File: src/rtl/hazard_scoreboard.sv
// In-flight write tracker beside ID: drives the ID stall and the EXE bypass selects.
// Ports: clk, reset (async, active-low); ID operand/dest info; flush, cnt_clr in;
//        stall, fwd_sel1, fwd_sel2, stall_cnt out.
module hazard_scoreboard #(
    parameter int REG_ADDR_W   = 4,
    parameter int DEPTH        = 2,
    parameter int FWD_EN       = 0,
    parameter int FLUSH_STAGES = 1,
    parameter int CNT_W        = 16,
    localparam int SEL_W       = $clog2(DEPTH + 1)
) (
    input  logic                  clk,
    input  logic                  reset,
    input  logic                  id_valid,
    input  logic [REG_ADDR_W-1:0] id_src1,
    input  logic [REG_ADDR_W-1:0] id_src2,
    input  logic                  id_two_src,
    input  logic                  id_wb_en,
    input  logic                  id_mem_r_en,
    input  logic [REG_ADDR_W-1:0] id_dest,
    input  logic                  flush,
    input  logic                  cnt_clr,
    output logic                  stall,
    output logic [SEL_W-1:0]      fwd_sel1,
    output logic [SEL_W-1:0]      fwd_sel2,
    output logic [CNT_W-1:0]      stall_cnt
);

    typedef struct packed {
        logic                  v;
        logic                  wb;
        logic                  mr;
        logic [REG_ADDR_W-1:0] dest;
    } entry_t;

    entry_t           e [DEPTH];
    logic [DEPTH-1:0] m1;
    logic [DEPTH-1:0] m2;
    logic             hazard;

    // The oldest entry's load flag only matters while it is still in e[0].
    logic unused_mr;
    assign unused_mr = e[DEPTH-1].mr;

    always_comb begin
        m1 = '0;
        m2 = '0;
        for (int k = 0; k < DEPTH; k++) begin
            m1[k] = e[k].v & e[k].wb & (e[k].dest == id_src1);
            m2[k] = e[k].v & e[k].wb & (e[k].dest == id_src2);
        end
    end

    // With bypassing only a load still in EXE cannot be forwarded in time.
    always_comb begin
        hazard = 1'b0;
        if (FWD_EN != 0)
            hazard = (m1[0] | (id_two_src & m2[0])) & e[0].mr;
        else
            hazard = (|m1) | (id_two_src & (|m2));
    end

    assign stall = id_valid & ~flush & hazard;

    // Scan oldest to youngest so the youngest writer ends up selected.
    always_comb begin
        fwd_sel1 = '0;
        fwd_sel2 = '0;
        if (FWD_EN != 0 && id_valid) begin
            for (int k = DEPTH - 1; k >= 0; k--) begin
                if (m1[k]) fwd_sel1 = SEL_W'(k + 1);
                if (m2[k]) fwd_sel2 = SEL_W'(k + 1);
            end
        end
    end

    always_ff @(posedge clk or negedge reset) begin
        if (!reset) begin
            for (int k = 0; k < DEPTH; k++)
                e[k] <= '0;
        end else begin
            e[0] <= '{v:    id_valid & ~stall & ~flush,
                      wb:   id_wb_en,
                      mr:   id_mem_r_en,
                      dest: id_dest};
            for (int k = 1; k < DEPTH; k++) begin
                if (flush && k < FLUSH_STAGES)
                    e[k] <= '0;
                else
                    e[k] <= e[k-1];
            end
        end
    end

    always_ff @(posedge clk or negedge reset) begin
        if (!reset)
            stall_cnt <= '0;
        else if (cnt_clr)
            stall_cnt <= '0;
        else if (stall && stall_cnt != '1)
            stall_cnt <= stall_cnt + 1'b1;
    end

endmodule

File: config.mk
export PLATFORM = sky130hd
export DESIGN_NAME = hazard_scoreboard
export DESIGN_NICKNAME = d
export VERILOG_FILES = /design/src/rtl/hazard_scoreboard.sv
export SDC_FILE = /design/constraint.sdc
export NUM_CORES = 1
export LEC_CHECK = 0
export ABC_AREA = 1
export CORE_ASPECT_RATIO = 0.8
export CORE_MARGIN = 2
export CORE_UTILIZATION = 65
export CTS_CLUSTER_DIAMETER = 60
export CTS_CLUSTER_SIZE = 40
export DETAILED_ROUTE_END_ITERATION = 6
export DONT_BUFFER_PORTS = 1
export GPL_TIMING_DRIVEN = 0
export PLACE_DENSITY = 0.91
export SETUP_SLACK_MARGIN = 0.5
export SYNTH_ARGS = -nofsm -noshare
export SYNTH_HDL_FRONTEND = slang
export SYNTH_SLANG_ARGS = --single-unit
File: constraint.sdc
create_clock -name clk -period 3.1 [get_ports clk]
set_input_delay 0.62 -clock clk [delete_from_list [all_inputs] [get_ports clk]]
set_output_delay 0.62 -clock clk [all_outputs]
set_load 0.02 [all_outputs]
### Word level (Yosys, flattened, before mapping)

Index checks and enable logic that the tools add are counted.
W data, S select, Z words.

* add/sub/neg operators: 1
* equality and inequality tests: 5
* mux-type cells: 2
* bitwise logic cells: 14
* reduce and logical (&&, ||, !) cells: 4

Operators by type and width (number)
* $mux W16: 2
* $add A16 B1 Y16 const B: 1
* $eq A4 B4 Y1: 4
* $ne A16 B16 Y1 const B: 1
* $and A1 B1 Y1: 11
* $reduce_or A2 Y1: 2
* $not A1 Y1: 2
* $reduce_bool A2 Y1: 1
* $logic_and A1 B1 Y1: 1
* $or A1 B1 Y1: 1

* register bits: 28

### Longest topological paths before layout

* depth after elaboration: 9
* depth in mapped cells: 13

### Worst setup path after synthesis

OpenSTA, ideal clock, no wires.

* path type: input-to-output
* start point: in id_src1[1]
* end point: out stall
* arrival time: 1329 ps
* required time: 2480 ps
* setup slack: 1151 ps
* stages on the path: 10
* path buffers: 0
* cells stage by stage: inv_1 nand2_1 nand2_1 nor2_1 nand3_1 nand2_1 inv_1 nand2_1 nand2_1 inv_1

* word-level cells in the longest chain between the ends: 5

Ends and longest elaborated chain
* start, declared: RTL line 15 `input logic [REG_ADDR_W-1:0] id_src1,`
* $eq A4 B4 Y1: RTL line 49 `m1[k] = e[k].v & e[k].wb & (e[k].dest == id_src1);`
* $and A1 B1 Y1: RTL line 49
* $reduce_or A2 Y1 *: RTL line 60 `hazard = (|m1) | (id_two_src & (|m2));`
* $or A1 B1 Y1 *: RTL line 60
* $and A1 B1 Y1 *: RTL line 63 `assign stall = id_valid & ~flush & hazard;`
* end, declared: RTL line 23 `output logic stall,`

Mark *: on every way between the ends. The rest lies on a longest branch, timed or not.

### Worst setup path in the final report

* start point: reg e[10] (netlist bit)
* end point: out stall

* word-level cells in the longest chain between the ends: 6

Ends and longest elaborated chain
* start, declared: RTL line 36 `entry_t e [DEPTH];`
* start signal, assigned by index: RTL line 90 `e[k] <= e[k-1];`
* $eq A4 B4 Y1: RTL line 50 `m2[k] = e[k].v & e[k].wb & (e[k].dest == id_src2);`
* $and A1 B1 Y1: RTL line 50
* $reduce_or A2 Y1: RTL line 60
* $and A1 B1 Y1: RTL line 60
* $or A1 B1 Y1 *: RTL line 60
* $and A1 B1 Y1 *: RTL line 63

Marks and branches as above.

==> out/results.ini <==
[placed_design]
gp_congestion = 0.940
dp_hpwl_um = 2850
pre_cts_ws_ps = 995
io_buffers = 0

[detailed_routing]
wl_um = 3710
viasPerCell = 5.18
drtIter0Drc = 86
first_pass_iters = 4
routed-wl-met2_um = 1750
drcViolationCount = 0
route.top_layer_used = met4
met1Wirelength_um = 1610
wl_met3_um = 303
wire_per_inst_um = 12.9
postRouteAntennaNets = 0
via_count = 1486

[floorplanning]
die_y_um = 50.1
die-area_mm2 = 0.00309
io_pins = 41
std_cell_rows = 16
core_mm2 = 0.00248
die_x_um = 61.6
start_util = 0.696

[pwr]
comb_power_share = 0.108
p_sw_mw = 0.176
vdd_ir_drop_max_mv = 0.432
p_leak_nw = 0.999
switching_share = 0.246
clockPowerShare = 0.335
power_mw = 0.713
intPower_mw = 0.537
power_density_mw_per_mm2 = 384
pwr-share-seq = 0.557

[grt]
grt_max_degree = 29
grt_overflow = 0
grt_pass1_wl_um = 6560
grt_use_total = 0.284
antenna_found_initial = 0
grt_pass1_vias = 1467

[layout]
drive_above_1_share = 0.0757
fillers = 210
final_util = 0.747
final_common_cell = nand2_1
final_cell_mix = nand2_1 (80), nor2_1 (36), inv_1 (28), nand3_1 (28), dfrtp_1 (28)
syn_to_final_growth_pct = 7.46
diodes = 0
nets = 273

[sta]
rsz0062_at_grt = no
worst_slack_ps = 793
min_period_over_period = 0.744
setup_violations = 0
max_freq_mhz = 434
worstMarginPinSlew_ps = 512
hold_violations = 0
slew_headroom = 0.658
clock_skew_ps = 13.2
slew_violations = 0
timing.hold.ws_ps = 71.8
fin_crit_ps = 2310
tns_ps = 0

[clocking]
clk_latency_ps = 330
postCtsSetupRepairBufs = 0
clkTransAtPathRegs_ps = 160
cts_hold_buf = 1
cts_sinks = 28
htree_levels = 1
cts_tree = yes
cts_resized = 0
cts_buffers = 3
root_buffer = clkbuf_4
clk_path_buf_depth = 2

[yosys]
yosys_warnings = 0
netlist_area_mm2 = 0.00173
seq_area_frac_synth = 0.406
synth-seq-cells = 28
ys_types = 24
syn_inst = 243
syn-mean-instance-area_um2 = 7.11

[job]
drv_cap = 0

[critical_path]
regToRegStartpoint = stall_cnt[0]
crit_chain = inv_1 > nand2_1 > nand2_1 > nor2_1 > nand3_1 > nand2_1 > inv_1 > nand2_1 > nand2_1 > inv_1
critPathMaxStageDelay_ps = 430
cp_common_cell = nand2_1
cp-startpoint = e[10]
worstSetupPathType = reg2out
worstPathMaxFanout = 4
worstSetupStartpointType = flip-flop
critical_path.slowest_cell = dfrtp_1
worstPathArrival_ps = 1690
required_ps = 2480
end_kind = output pin

[run_status]
status = completed

[hold_path]
hp-class = in2async

==> sequential cells by signal, indices dropped and copies added, names as in the netlist <==
name,flops
e,12
stall_cnt,16
==> critical path, delay by kind of cell, from the launching register on <==
kind          cells  cell delay [ps]
simple gates      7              600
flops             1              430
buf+inv           3              330
==> layout make-up <==
class / count / area (um2) / share of cell area
buffer: 9 / 63.8 / 0.0344
clock buffer: 3 / 22.5 / 0.0121
clock inverter: 1 / 30.0 / 0.0162
inverter: 28 / 105 / 0.0566
multi-input combinational: 181 / 868 / 0.468
sequential: 28 / 701 / 0.378
tap: 36 / 45.0 / 0.0243
timing repair buffer: 1 / 20.0 / 0.0108
==> cells by family (layout without fill, tap and decap cells) <==
group,Yosys count,after routing,share of synthesized area
adder cells (fa/ha/maj),1,1,0.00725
XOR/XNOR,11,11,0.0558
AND/OR/NAND/NOR,156,156,0.405
AO/OA/AOI/OAI,9,9,0.0261
other,1,4,0.00217
flip-flops,28,28,0.406
buffers and inverters,37,42,0.0978
==> per-stage QoR <==
stage                     instances  area [um2]
after floorplan                 246        1740
after global placement          282        1780
after detailed placement        282        1780
after CTS                       287        1860
after global routing            287        1860
final                           287        1860
==> synth_stat cells, drive strengths merged <==
cell type / instances / area [um2]
nand2: 83 / 324
nor2: 36 / 135
nand3: 29 / 158
dfrtp: 28 / 701
inv: 28 / 105
buf: 7 / 56.3
o21ai: 7 / 35.0
xor2: 6 / 52.6
xnor2: 5 / 43.8
nor3: 3 / 15.0
a21oi: 2 / 10.0
clkbuf: 2 / 7.51
nand4: 2 / 27.5
nor3b: 2 / 31.3
and2: 1 / 8.76
conb: 1 / 3.75
ha: 1 / 12.5
==> power by group through the flow <==
| stage | sequential (mW) | clock [mW] | combinational (mW) |
|---|---|---|---|
| floorplan | 0.401 | 0 | 0.0556 |
| global placement | 0.403 | 0 | 0.0636 |
| detailed placement | 0.404 | 0 | 0.0666 |
| CTS | 0.397 | 0.241 | 0.0772 |
| global route | 0.400 | 0.257 | 0.0889 |
| finish | 0.397 | 0.239 | 0.0768 |
==> layer usage <==
layer,global-route usage,vias to the layer above
met5,0,-
met4,0.0638,0
met2,0.451,56
met3,0.0997,6
met1,0.369,666
li1,-,758
==> path summary, 6_finish.rpt <==
kind	end	slack, ps	depth (start not counted)
hold reg to reg	e[0]	390	0
setup / recovery	stall	790	10
setup reg to reg	stall_cnt[10]	960	9
hold / removal	e[8]	70	1
min in group clk	e[8]	290	0
max in group asynchronous	e[6]	2860	1
Power figures use the tool's default switching activity.
